**src/rtl/ram_n.sv**
```systemverilog
// Parametrised Hack-style RAM: combinational read, load-strobed synchronous write,
// and a sequenced clear-all sweep reporting busy/done.
module ram_n #(
  parameter int unsigned WIDTH     = 16,
  parameter int unsigned ADDR_BITS = 3
) (
  input  logic                 clk,
  input  logic                 rst_n,
  input  logic [WIDTH-1:0]     in,
  input  logic                 load,
  input  logic [ADDR_BITS-1:0] address,
  input  logic                 clr,
  output logic [WIDTH-1:0]     out,
  output logic                 busy,
  output logic                 done
);

  localparam int unsigned DEPTH = 1 << ADDR_BITS;
  localparam logic [ADDR_BITS-1:0] PTR_MAX = '1;

  typedef enum logic [0:0] {
    IDLE  = 1'b0,
    CLEAR = 1'b1
  } state_t;

  state_t               state_q, state_d;
  logic [ADDR_BITS-1:0] ptr_q, ptr_d;
  logic                 busy_q, busy_d;
  logic                 done_q, done_d;
  logic                 wr_en;
  logic [ADDR_BITS-1:0] wr_addr;
  logic [WIDTH-1:0]     wr_data;
  logic [WIDTH-1:0]     mem [DEPTH];

  // State register and sweep bookkeeping
  always_ff @(posedge clk or negedge rst_n) begin
    if (!rst_n) begin
      state_q <= IDLE;
      ptr_q   <= '0;
      busy_q  <= 1'b0;
      done_q  <= 1'b0;
    end else begin
      state_q <= state_d;
      ptr_q   <= ptr_d;
      busy_q  <= busy_d;
      done_q  <= done_d;
    end
  end

  // Next state and write-port selection; clr wins over load in IDLE
  always_comb begin
    state_d = state_q;
    ptr_d   = ptr_q;
    busy_d  = busy_q;
    done_d  = 1'b0;
    wr_en   = 1'b0;
    wr_addr = address;
    wr_data = in;
    unique case (state_q)
      IDLE: begin
        if (clr) begin
          state_d = CLEAR;
          ptr_d   = '0;
          busy_d  = 1'b1;
        end else if (load) begin
          wr_en = 1'b1;
        end
      end
      CLEAR: begin
        wr_en   = 1'b1;
        wr_addr = ptr_q;
        wr_data = '0;
        if (ptr_q == PTR_MAX) begin
          state_d = IDLE;
          busy_d  = 1'b0;
          done_d  = 1'b1;
          ptr_d   = '0;
        end else begin
          ptr_d = ptr_q + ADDR_BITS'(1);
        end
      end
      default: begin
        state_d = IDLE;
        busy_d  = 1'b0;
      end
    endcase
  end

  // Per-word decode so an unknown address cannot disturb unrelated words
  always_ff @(posedge clk or negedge rst_n) begin
    if (!rst_n) begin
      for (int unsigned i = 0; i < DEPTH; i++) mem[i] <= '0;
    end else begin
      for (int unsigned i = 0; i < DEPTH; i++) begin
        if (wr_en && (wr_addr == ADDR_BITS'(i))) mem[i] <= wr_data;
      end
    end
  end

  assign out  = mem[address];
  assign busy = busy_q;
  assign done = done_q;

endmodule
```
**config.mk**
```make
export PLATFORM = sky130hd
export DESIGN_NAME = ram_n
export DESIGN_NICKNAME = d
export VERILOG_FILES = /design/src/rtl/ram_n.sv
export SDC_FILE = /design/constraint.sdc
export NUM_CORES = 1
export LEC_CHECK = 0
export CAP_MARGIN = 20
export CORE_MARGIN = 5
export CORE_UTILIZATION = 60
export CTS_CLUSTER_SIZE = 14
export DETAILED_ROUTE_END_ITERATION = 10
export GPL_ROUTABILITY_DRIVEN = 0
export PLACE_DENSITY_LB_ADDON = 0.2
export SKIP_CTS_REPAIR_TIMING = 1
export SYNTH_ARGS = -nofsm -noshare
export SYNTH_HDL_FRONTEND = slang
export SYNTH_SLANG_ARGS = --single-unit
export TNS_END_PERCENT = 10
```
**constraint.sdc**
```tcl
create_clock -name clk -period 3.1 [get_ports clk]
set_clock_uncertainty 0.05 [all_clocks]
set_input_delay 0.775 -clock clk [delete_from_list [all_inputs] [get_ports clk]]
set_output_delay 0.775 -clock clk [all_outputs]
set_load 0.02 [all_outputs]
```
# == Word level (Yosys, flattened, before mapping) ==
# Index checks and enable logic that the tools add are counted.
# word_totals
ff_bits,134
input_bits,23
out_inout_bits,18
word_cells,55
# op_classes
add_sub_neg,1
n_lt_le_gt_ge,1
n_eq_ne,10
mux,19
bitwise,2
n_reduce_logical,10
# ops
cell,n
binary-select mux 16 bit (select 3 bit),1
two-way mux 16 bit,3
equality test 3 bit (second input constant),5
two-way mux 3 bit,3
logical AND 1 bit,8
two-way mux 1 bit,8
equality test 3 x 2 -> 1 bit (second input constant),2
one-hot mux 1 bit (2 select lines),3
one-hot mux 3 bit (2 select lines),1
greater-or-equal comparator 4 bit (second input constant),1
NOT 3 -> 4 bit,1
adder 3 x 1 -> 3 bit (second input constant),1
equality test 3 x 1 -> 1 bit (second input constant),1
zero test 3 bit,1
!= test 2 x 1 -> 1 bit (second input constant),1
!= test 2 bit (second input constant),1
AND reduction 2 bit,1
NOT 1 bit,1

# == Longest topological paths before layout ==
# Gate-level depths: netlist of the first run.
# logic_depth
word_depth,4
mapped_depth,6
depth_no_buf,5

# == Worst setup path before layout of the first run ==
# OpenSTA, ideal clock, no wires.
# synth_timing
path_kind,input to output
start,input address[0]
end,output out[10]
arrival_ns,1.969
required_ns,2.275
slack_ns,0.306
stages,4
path_buffers,2
cell_sequence,buf_4 buf_4 mux4_2 mux2_2
# synth_between
elab_chain_cells,4
# synth_rtl
element,line,source
"start, declared",11,"input logic [ADDR_BITS-1:0] address,"
NOT 3 -> 4 bit (implied by the code),100,assign out = mem[address];
binary-select mux 16 bit (select 3 bit),100,
two-way mux 16 bit (implied by the code) (2 in a row),100,
"end, declared",13,"output logic [WIDTH-1:0] out,"
# No other way between the ends. The select of a mux whose other input is x is not followed.

# == Worst setup path in the final report of the first run ==
# layout_timing
start,input address[0]
end,output out[5]
# The elaborated chain is that of the path after synthesis.

==> results.yml, run 1 <==
global_routing:
  busiest_layer: "met2"
  grt_util_met1_pct: 37.5
  grt_max_degree: 60
  grt_util_met2_pct: 44.5
  antenna_found_initial: 0
  grt_pass1_wl_mm: 27.2
  grt_pass1_vias: 4905
  use_met3_pct: 6.00
  overflow: 0
  grt_usage_pct: 27.8
timing:
  fmax_ghz: 0.329
  fin_crit_sh_pct: 98.1
  slew_viol_final: 0
  worst_pin_slew_ns: 0.805
  slew_headroom_pct: 46.3
  finalSetupViolCount: 0
  period_minus_slack_ns: 3.04
  hold_viol_final: 0
  holdWs_ns: 0.0950
worst_setup_path:
  endpoint_kind: "primary output"
  r2r_end: "mem[124]"
  cp_max_fo: 22
  reg2reg_depth: 3
  crit_type: "in2out"
  startpoint: "address[0]"
  r2r_start: "state_q"
  start_kind: "input port"
  critPathArrivalTime_ns: 2.21
  r2r_slack_ns: 0.97
  cp_data_required_time_ns: 2.27
die:
  fp.dieH_um: 115
  num_rows: 38
  core_region_area_um2: 10800
  ioPinCount: 41
  die_area_um2: 13200
  start_util_pct: 61.1
  die_w_um: 115
final_layout:
  layout.cells.non_filler: 727
  fin_util_pct: 72.1
  multi_input_area_um2: 2950
  layout_commonest_cell: "dfrtp_1"
  drive_gt1_share_pct: 19.1
  fill_cells: 727
  diodes: 0
  ff_latch_area_um2: 3350
  finalNetCount: 600
  final_cell_mix: "dfrtp_1, nand2_1, mux2i_1"
  syn_to_final_growth_pct: 17.9
power:
  clkPwrFrac_pct: 32.2
  power_frac_comb_pct: 26.7
  power.density_nw_per_um2: 828
  leakagePower_nw: 4.37
  seqPwrFrac_pct: 41.1
  intPower_mw: 4.42
  netSwitchingFraction_pct: 31.7
  vdd_drop_max_v: 0.000502
  switching_power_mw: 2.05
worst_hold_path:
  hold_class: "in2async"
clock_tree:
  cts_tree: "built"
  numCtsBuffers: 17
  cts_htree_levels: 4
  numClockSinks: 134
  root_buffer: "clkbuf_8"
  clkTransAtPathRegs_ns: 0.06
  clockBufferDepth: 2
  clock_latency_ns: 0.53
place:
  dpl.cell_count: 695
  hpwlAfterDp_mm: 10.1
  io_buffers: 40
run:
  cap_violations: 0
logic_synthesis:
  seq_area_frac_synth_pct: 50.6
  ys_ff_latch: 134
  synth_nets: 556
  synth_area_um2: 6630
  syn_area_per_cell_um2: 12.5
  netlist_instances: 530
  yosys_warnings: 0
  yosysUniqueCellTypes: 26
detailed_routing:
  detail_route.wl_per_cell_um: 23.2
  drc: 0
  drt_first_pass_iters: 5
  vias: 4474
  drt-initial-drc-count: 257
  ant_nets: 0
  viasPerCell: 6.15
  wl_mm: 16.8
status:
  outcome: "finished clean"
synthesized netlist by cell type:
cell type,count,share of area (%)
and4bb_4,1,0.25
buf_2,7,0.53
mux2i_1,129,19
nand4_1,1,0.094
nand4bb_1,3,0.51
buf_6,9,1.5
inv_1,18,1.0
buf_4,6,0.68
o22ai_1,1,0.094
or4b_1,1,0.15
nand2_2,6,0.57
mux4_2,32,11
dfrtp_1,134,51
and2_1,1,0.094
nand2_1,132,7.5
and3_1,2,0.19
nor2b_1,2,0.19
buf_12,1,0.30
a22o_1,1,0.13
o21ai_0,2,0.15
nor2_1,4,0.23
ha_1,3,0.57
nor4b_4,1,0.36
nand4b_1,3,0.40
clkbuf_1,14,0.79
mux2_2,16,2.7
power groups by stage:
stage | sequential (mW) | combinational (mW) | clock, mW
finish | 2.66 | 1.73 | 2.08
global placement | 2.62 | 1.64 | 0
CTS | 2.65 | 1.75 | 2.10
global route | 2.72 | 1.88 | 2.18
floorplan | 2.51 | 1.21 | 0
detailed placement | 2.66 | 1.72 | 0
flip-flops by register name, summed over array words and instances, names as in the netlist:
signal	flops
busy	1
done	1
mem	128
ptr_q	3
state_q	1
cell families (layout without fill, tap and decap cells):
| family | Yosys count | after routing | share of synthesized area (%) |
|---|---|---|---|
| and+or+nand+nor | 157 | 157 | 10.5 |
| buffers and inverters | 55 | 112 | 4.85 |
| AOI/OAI and AO/OA | 4 | 4 | 0.378 |
| DFF | 134 | 134 | 50.6 |
| adders and majority gates | 3 | 3 | 0.567 |
| muxes | 177 | 177 | 33.1 |
worst max-delay path: stages:
cell and delay, ns:
buf_2 0.15, buf_12 0.22, mux4_2 0.54, mux2_2 0.29
dlymetal6s2s_1 0.22
worst max-delay path by stage:
stage | end | slack [ns] | depth (start not counted)
floorplan | out[10] | 0.31 | 4
global placement | out[5] | -0.27 | 5
detailed placement | out[3] | -0.27 | 5
CTS | out[3] | -0.28 | 5
global route | out[5] | -0.01 | 5
finish | out[5] | 0.06 | 5
layout make-up:
type / instances / area share, %
Clock buffer: 25 / 6.45
Inverter: 18 / 0.865
Sequential cell: 134 / 42.9
Tap cell: 140 / 2.24
Timing Repair Buffer: 62 / 8.29
Multi-Input combinational cell: 341 / 37.8
Clock inverter: 7 / 1.47
routing by layer:
| metal | wire, µm | part of all wire (%) |
|---|---|---|
| met1 | 6990 | 41 |
| met3 | 963 | 5.7 |
| met2 | 8640 | 51 |
| met5 | 0 | 0 |
| met4 | 257 | 1.5 |
through the flow:
| stage | worst slack [ns] | total power, mW | cell area (µm²) | setup TNS (ns) |
|---|---|---|---|---|
| finish | 0.0604 | 6.47 | 7810 | 0 |
| global route | -0.00957 | 6.78 | 7810 | -0.00957 |
| CTS | -0.276 | 6.49 | 7780 | -4.07 |
| detailed placement | -0.270 | 4.38 | 7160 | -3.86 |
| global placement | -0.268 | 4.27 | 7160 | -3.95 |
| floorplan | 0.306 | 3.71 | 6630 | 0 |
Note: power is estimated with default switching activity, not from simulation.
==> run 2: changes to the inputs <==
- CORE_MARGIN: 5 -> not set
==> run 2 against run 1 <==
Effect of this change: die area decreased by 13%; highest routed layer unchanged; sequential power is essentially flat; hold slack improved by 0.14 ns; power fell by 3.6%; critical path type unchanged.
==> results.yml, run 2 (same netlist as run 1, synthesis figures left out) <==
worst_setup_path:
  crit_buf_inv: 3
  cp_max_fo: 18
  cp_data_required_time_ns: 2.27
  start_kind: "input port"
  crit_type: "in2out"
  endpoint_kind: "primary output"
  crit_path_top_delay_cell: "mux4_2"
  crit_chain: "buf_2 > buf_12 > mux4_2 > mux2_2 > dlymetal6s2s_1"
  critPathArrivalTime_ns: 2.21
  crit_family: "multiplexers"
  cp_slowest_stage_delay_ns: 0.52
clock_tree:
  numClockSinks: 134
  clkTransAtPathRegs_ns: 0.06
  numCtsBuffers: 17
  cts_tree: "built"
  root_buffer: "clkbuf_8"
  clockBufferDepth: 2
  clock_latency_ns: 0.54
  cts_htree_levels: 4
global_routing:
  grt_usage_pct: 32.2
  grt_pass1_wl_mm: 26.5
  overflow: 0
  grt_max_degree: 55
  grt_pass1_vias: 4796
  antenna_found_initial: 0
timing:
  rsz0062_at_grt: "no"
  fin_ws_ns: 0.0690
  fmax_ghz: 0.330
  finalSetupViolCount: 0
  holdWs_ns: 0.237
  slew_headroom_pct: 42.3
  period_minus_slack_ns: 3.03
  slew_viol_final: 0
  worst_pin_slew_ns: 0.866
  hold_viol_final: 0
  setup_tns_ns: 0
  fin_crit_sh_pct: 97.8
detailed_routing:
  drc: 0
  drt-initial-drc-count: 214
  vias: 4432
  viasPerCell: 6.10
  ant_nets: 0
  detail_route.wl_per_cell_um: 22.7
  wl_mm: 16.4
  drt_first_pass_iters: 4
final_layout:
  layout_commonest_cell: "dfrtp_1"
  final_cell_mix: "dfrtp_1, nand2_1, mux2i_1"
  reg.largest.list: "mem x128, ptr_q x3"
  largest_reg_flops: 128
  diodes: 0
  drive_gt1_share_pct: 18.8
  design_area_um2: 7800
  layout.cells.non_filler: 726
  syn_to_final_growth_pct: 17.7
  top_register: "mem"
  multi_input_area_um2: 2950
  ff_latch_area_um2: 3350
  finalNetCount: 602
  fin_util_pct: 72.3
  fill_cells: 731
place:
  io_buffers: 40
  dpl_worst_slack_ns: -0.242
  place_area_um2: 7210
  hpwlAfterDp_mm: 10.0
  dpl.cell_count: 697
power:
  netSwitchingFraction_pct: 32.5
  intPower_mw: 4.21
  switching_power_mw: 2.03
  fin_total_pwr_mw: 6.24
  power_frac_comb_pct: 27.6
  leakagePower_nw: 4.37
  power.density_nw_per_um2: 800
  clkPwrFrac_pct: 29.9
  vdd_drop_max_v: 0.000564
  seqPwrFrac_pct: 42.5
die:
  fp.dieH_um: 107
  core_region_area_um2: 10800
  start_util_pct: 61.4
  num_rows: 38
  die_area_um2: 11500
  die_w_um: 107
  ioPinCount: 41
status:
  outcome: "finished clean"
worst_hold_path:
  hold_class: "in2async"
run:
  cap_violations: 0
-- run 2: cell count changes in the layout (fill, tap and decap cells not counted) --
cell	previous run	this run
buf_12	5	8
buf_4	18	17
bufinv_16	3	0
clkbuf_2	1	0
clkbuf_8	7	9
clkinv_2	2	1
clkinvlp_4	2	1
dlymetal6s2s_1	15	16
-- run 2: final cells by class --
cell class	instances	share of cell area (%)
tap	140	2.25
clock buffer	27	6.82
inverter	18	0.866
sequential	134	43.0
timing repair buffer	64	9.08
clock inverter	2	0.160
multi-input combinational	341	37.8
-- run 2: power by group through the flow --
stage | sequential (mW) | clock [mW] | combinational, mW
finish | 2.65 | 1.87 | 1.72
global route | 2.72 | 1.94 | 1.86
CTS | 2.64 | 1.88 | 1.75
detailed placement | 2.65 | 0 | 1.73
global placement | 2.64 | 0 | 1.65
floorplan | 2.51 | 0 | 1.21
-- run 2: metal layers --
metal / global-route usage, % / wire length [µm]
met1: 41.9 / 6770
met2: 50.6 / 8140
met3: 9.36 / 1070
met4: 14.4 / 470
met5: 0 / 0
-- run 2: final timing paths --
path                            cells after the start  slack (ns)       end  startpoint
worst max-delay path                                5        0.07   out[11]  address[0]
worst min-delay path                                1        0.24      done       rst_n
worst max register to register                      3        0.99  mem[122]     state_q
worst min register to register                      2        0.47    mem[4]      mem[4]
max in group asynchronous                           2        2.07   mem[85]       rst_n
min in group clk                                    2        0.47    mem[4]      mem[4]
==> run 3: changes to the inputs <==
- ABC_AREA: not set -> 0
- GPL_TIMING_DRIVEN: not set -> 0
==> run 3 against run 2 <==
Effect of this change: sequential power is 3% lower; largest cell class unchanged; hold slack worse by 0.12 ns; register-to-register slack better by 0.06 ns; die area stayed put; flip-flop and latch count stayed put; wire length is 6.8% lower; first-iteration DRC count is 29% higher; clock-buffer cell count is 7 lower; combinational power is 4% higher.
==> results.yml, run 3 (same netlist as run 1, synthesis figures left out) <==
worst_setup_path:
  critPathArrivalTime_ns: 2.24
  r2r_slack_ns: 1.05
  endpoint_kind: "primary output"
  r2r_start: "ptr_q[2]"
  cp_max_fo: 10
  reg2reg_depth: 6
  crit_type: "in2out"
  r2r_end: "mem[103]"
  start_kind: "input port"
  cp_data_required_time_ns: 2.27
global_routing:
  antenna_found_initial: 0
  grt_pass1_wl_mm: 24.5
  busiest_layer: "met2"
  overflow: 0
  grt_pass1_vias: 4575
  grt_max_degree: 89
  grt_util_met2_pct: 45.2
  grt_usage_pct: 29.5
  grt_util_met1_pct: 42.1
  use_met3_pct: 6.63
timing:
  fin_ws_ns: 0.0316
  finalSetupViolCount: 0
  rsz0062_at_grt: "yes"
  slew_viol_final: 0
  setup_tns_ns: 0
  fin_crit_sh_pct: 99.0
  worst_pin_slew_ns: 0.613
  period_minus_slack_ns: 3.07
  slew_headroom_pct: 59.1
  fmax_ghz: 0.326
  hold_viol_final: 0
clock_tree:
  cts_tree: "built"
  numCtsBuffers: 17
  clock_latency_ns: 0.53
  cts_htree_levels: 4
  clkTransAtPathRegs_ns: 0.06
  clockBufferDepth: 2
  root_buffer: "clkbuf_8"
  numClockSinks: 134
power:
  vdd_drop_max_v: 0.000559
  fin_total_pwr_mw: 6.16
  power.density_nw_per_um2: 788
  leakagePower_nw: 4.37
place:
  io_buffers: 38
  hpwlAfterDp_mm: 10.3
  dpl_worst_slack_ns: -0.673
  dpl.cell_count: 709
final_layout:
  layout_commonest_cell: "dfrtp_1"
  top_register: "mem"
  reg.largest.list: "mem x128, ptr_q x3"
  fill_cells: 727
  largest_reg_flops: 128
  syn_to_final_growth_pct: 18.0
  diodes: 0
  drive_gt1_share_pct: 19.0
  finalNetCount: 614
  layout.cells.non_filler: 739
  final_cell_mix: "dfrtp_1, nand2_1, mux2i_1"
detailed_routing:
  drc: 0
  vias: 4360
  detail_route.wl_per_cell_um: 20.7
  drt-initial-drc-count: 277
  ant_nets: 0
  wl_mm: 15.3
  drt_first_pass_iters: 4
  viasPerCell: 5.90
worst_hold_path:
  hold_class: "in2async"
die:
  start_util_pct: 61.4
  ioPinCount: 41
  core_region_area_um2: 10800
  fp.dieH_um: 107
  num_rows: 38
  die_w_um: 107
  die_area_um2: 11500
run:
  cap_violations: 0
status:
  outcome: "finished clean"
## run 3: cell count changes in the layout (fill, tap and decap cells not counted), moves of 5 or more
cell	previous run	this run
buf_4	17	5
buf_6	0	10
clkbuf_1	2	11
clkbuf_8	9	3
buf_12	8	3
clkinv_2	1	6
## run 3: where the power goes
| part | total [mW] | switching (mW) | internal, mW |
|---|---|---|---|
| Combinational | 1.79 | 0.982 | 0.804 |
| Sequential | 2.56 | 0.272 | 2.28 |
| Clock | 1.82 | 0.735 | 1.09 |
| Total | 6.16 | 1.99 | 4.17 |
## run 3: metal layers
layer | part of all wire [%] | up-vias
met2 | 49 | 128
met1 | 44 | 2268
met5 | 0 | -
met3 | 6.3 | 13
met4 | 0.89 | 0
li1 | - | 1951
## run 3: worst max path at each step
| stage | startpoint | end | slack [ns] |
|---|---|---|---|
| 2_1_floorplan | address[0] | out[10] | 0.31 |
| 3_3_place_gp | rst_n | mem[39] | -3.89 |
| 3_5_place_dp | address[2] | out[0] | -0.67 |
| 4_1_cts | address[2] | out[0] | -0.67 |
| 5_1_grt | address[0] | out[5] | -0.008 |
| 6_report | address[0] | out[5] | 0.03 |
## run 3: cell type report
class,count,area (µm²),area share [%]
clock buffer,20,445,5.70
tap,140,175,2.24
clock inverter,10,82.6,1.06
multi-input combinational,341,2950,37.7
timing repair buffer,39,449,5.74
inverter,18,67.6,0.864
sequential,134,3350,42.9
buffer,37,297,3.79
## run 3: worst max-delay path: stages
cell,delay [ns]
buf_4,0.21
buf_12,0.18
mux4_2,0.56
mux2_2,0.29
dlymetal6s2s_1,0.22
## run 3: stage by stage
stage | cell area (µm²) | hold WS [ns] | utilization, %
2_1_floorplan | 6630 | 0.429 | -
3_3_place_gp | 7180 | 0.457 | 66.5
3_5_place_dp | 7210 | 0.464 | 66.8
4_1_cts | 7740 | 0.128 | 71.7
5_1_grt | 7820 | 0.138 | 72.5
6_report | 7820 | 0.118 | 72.5
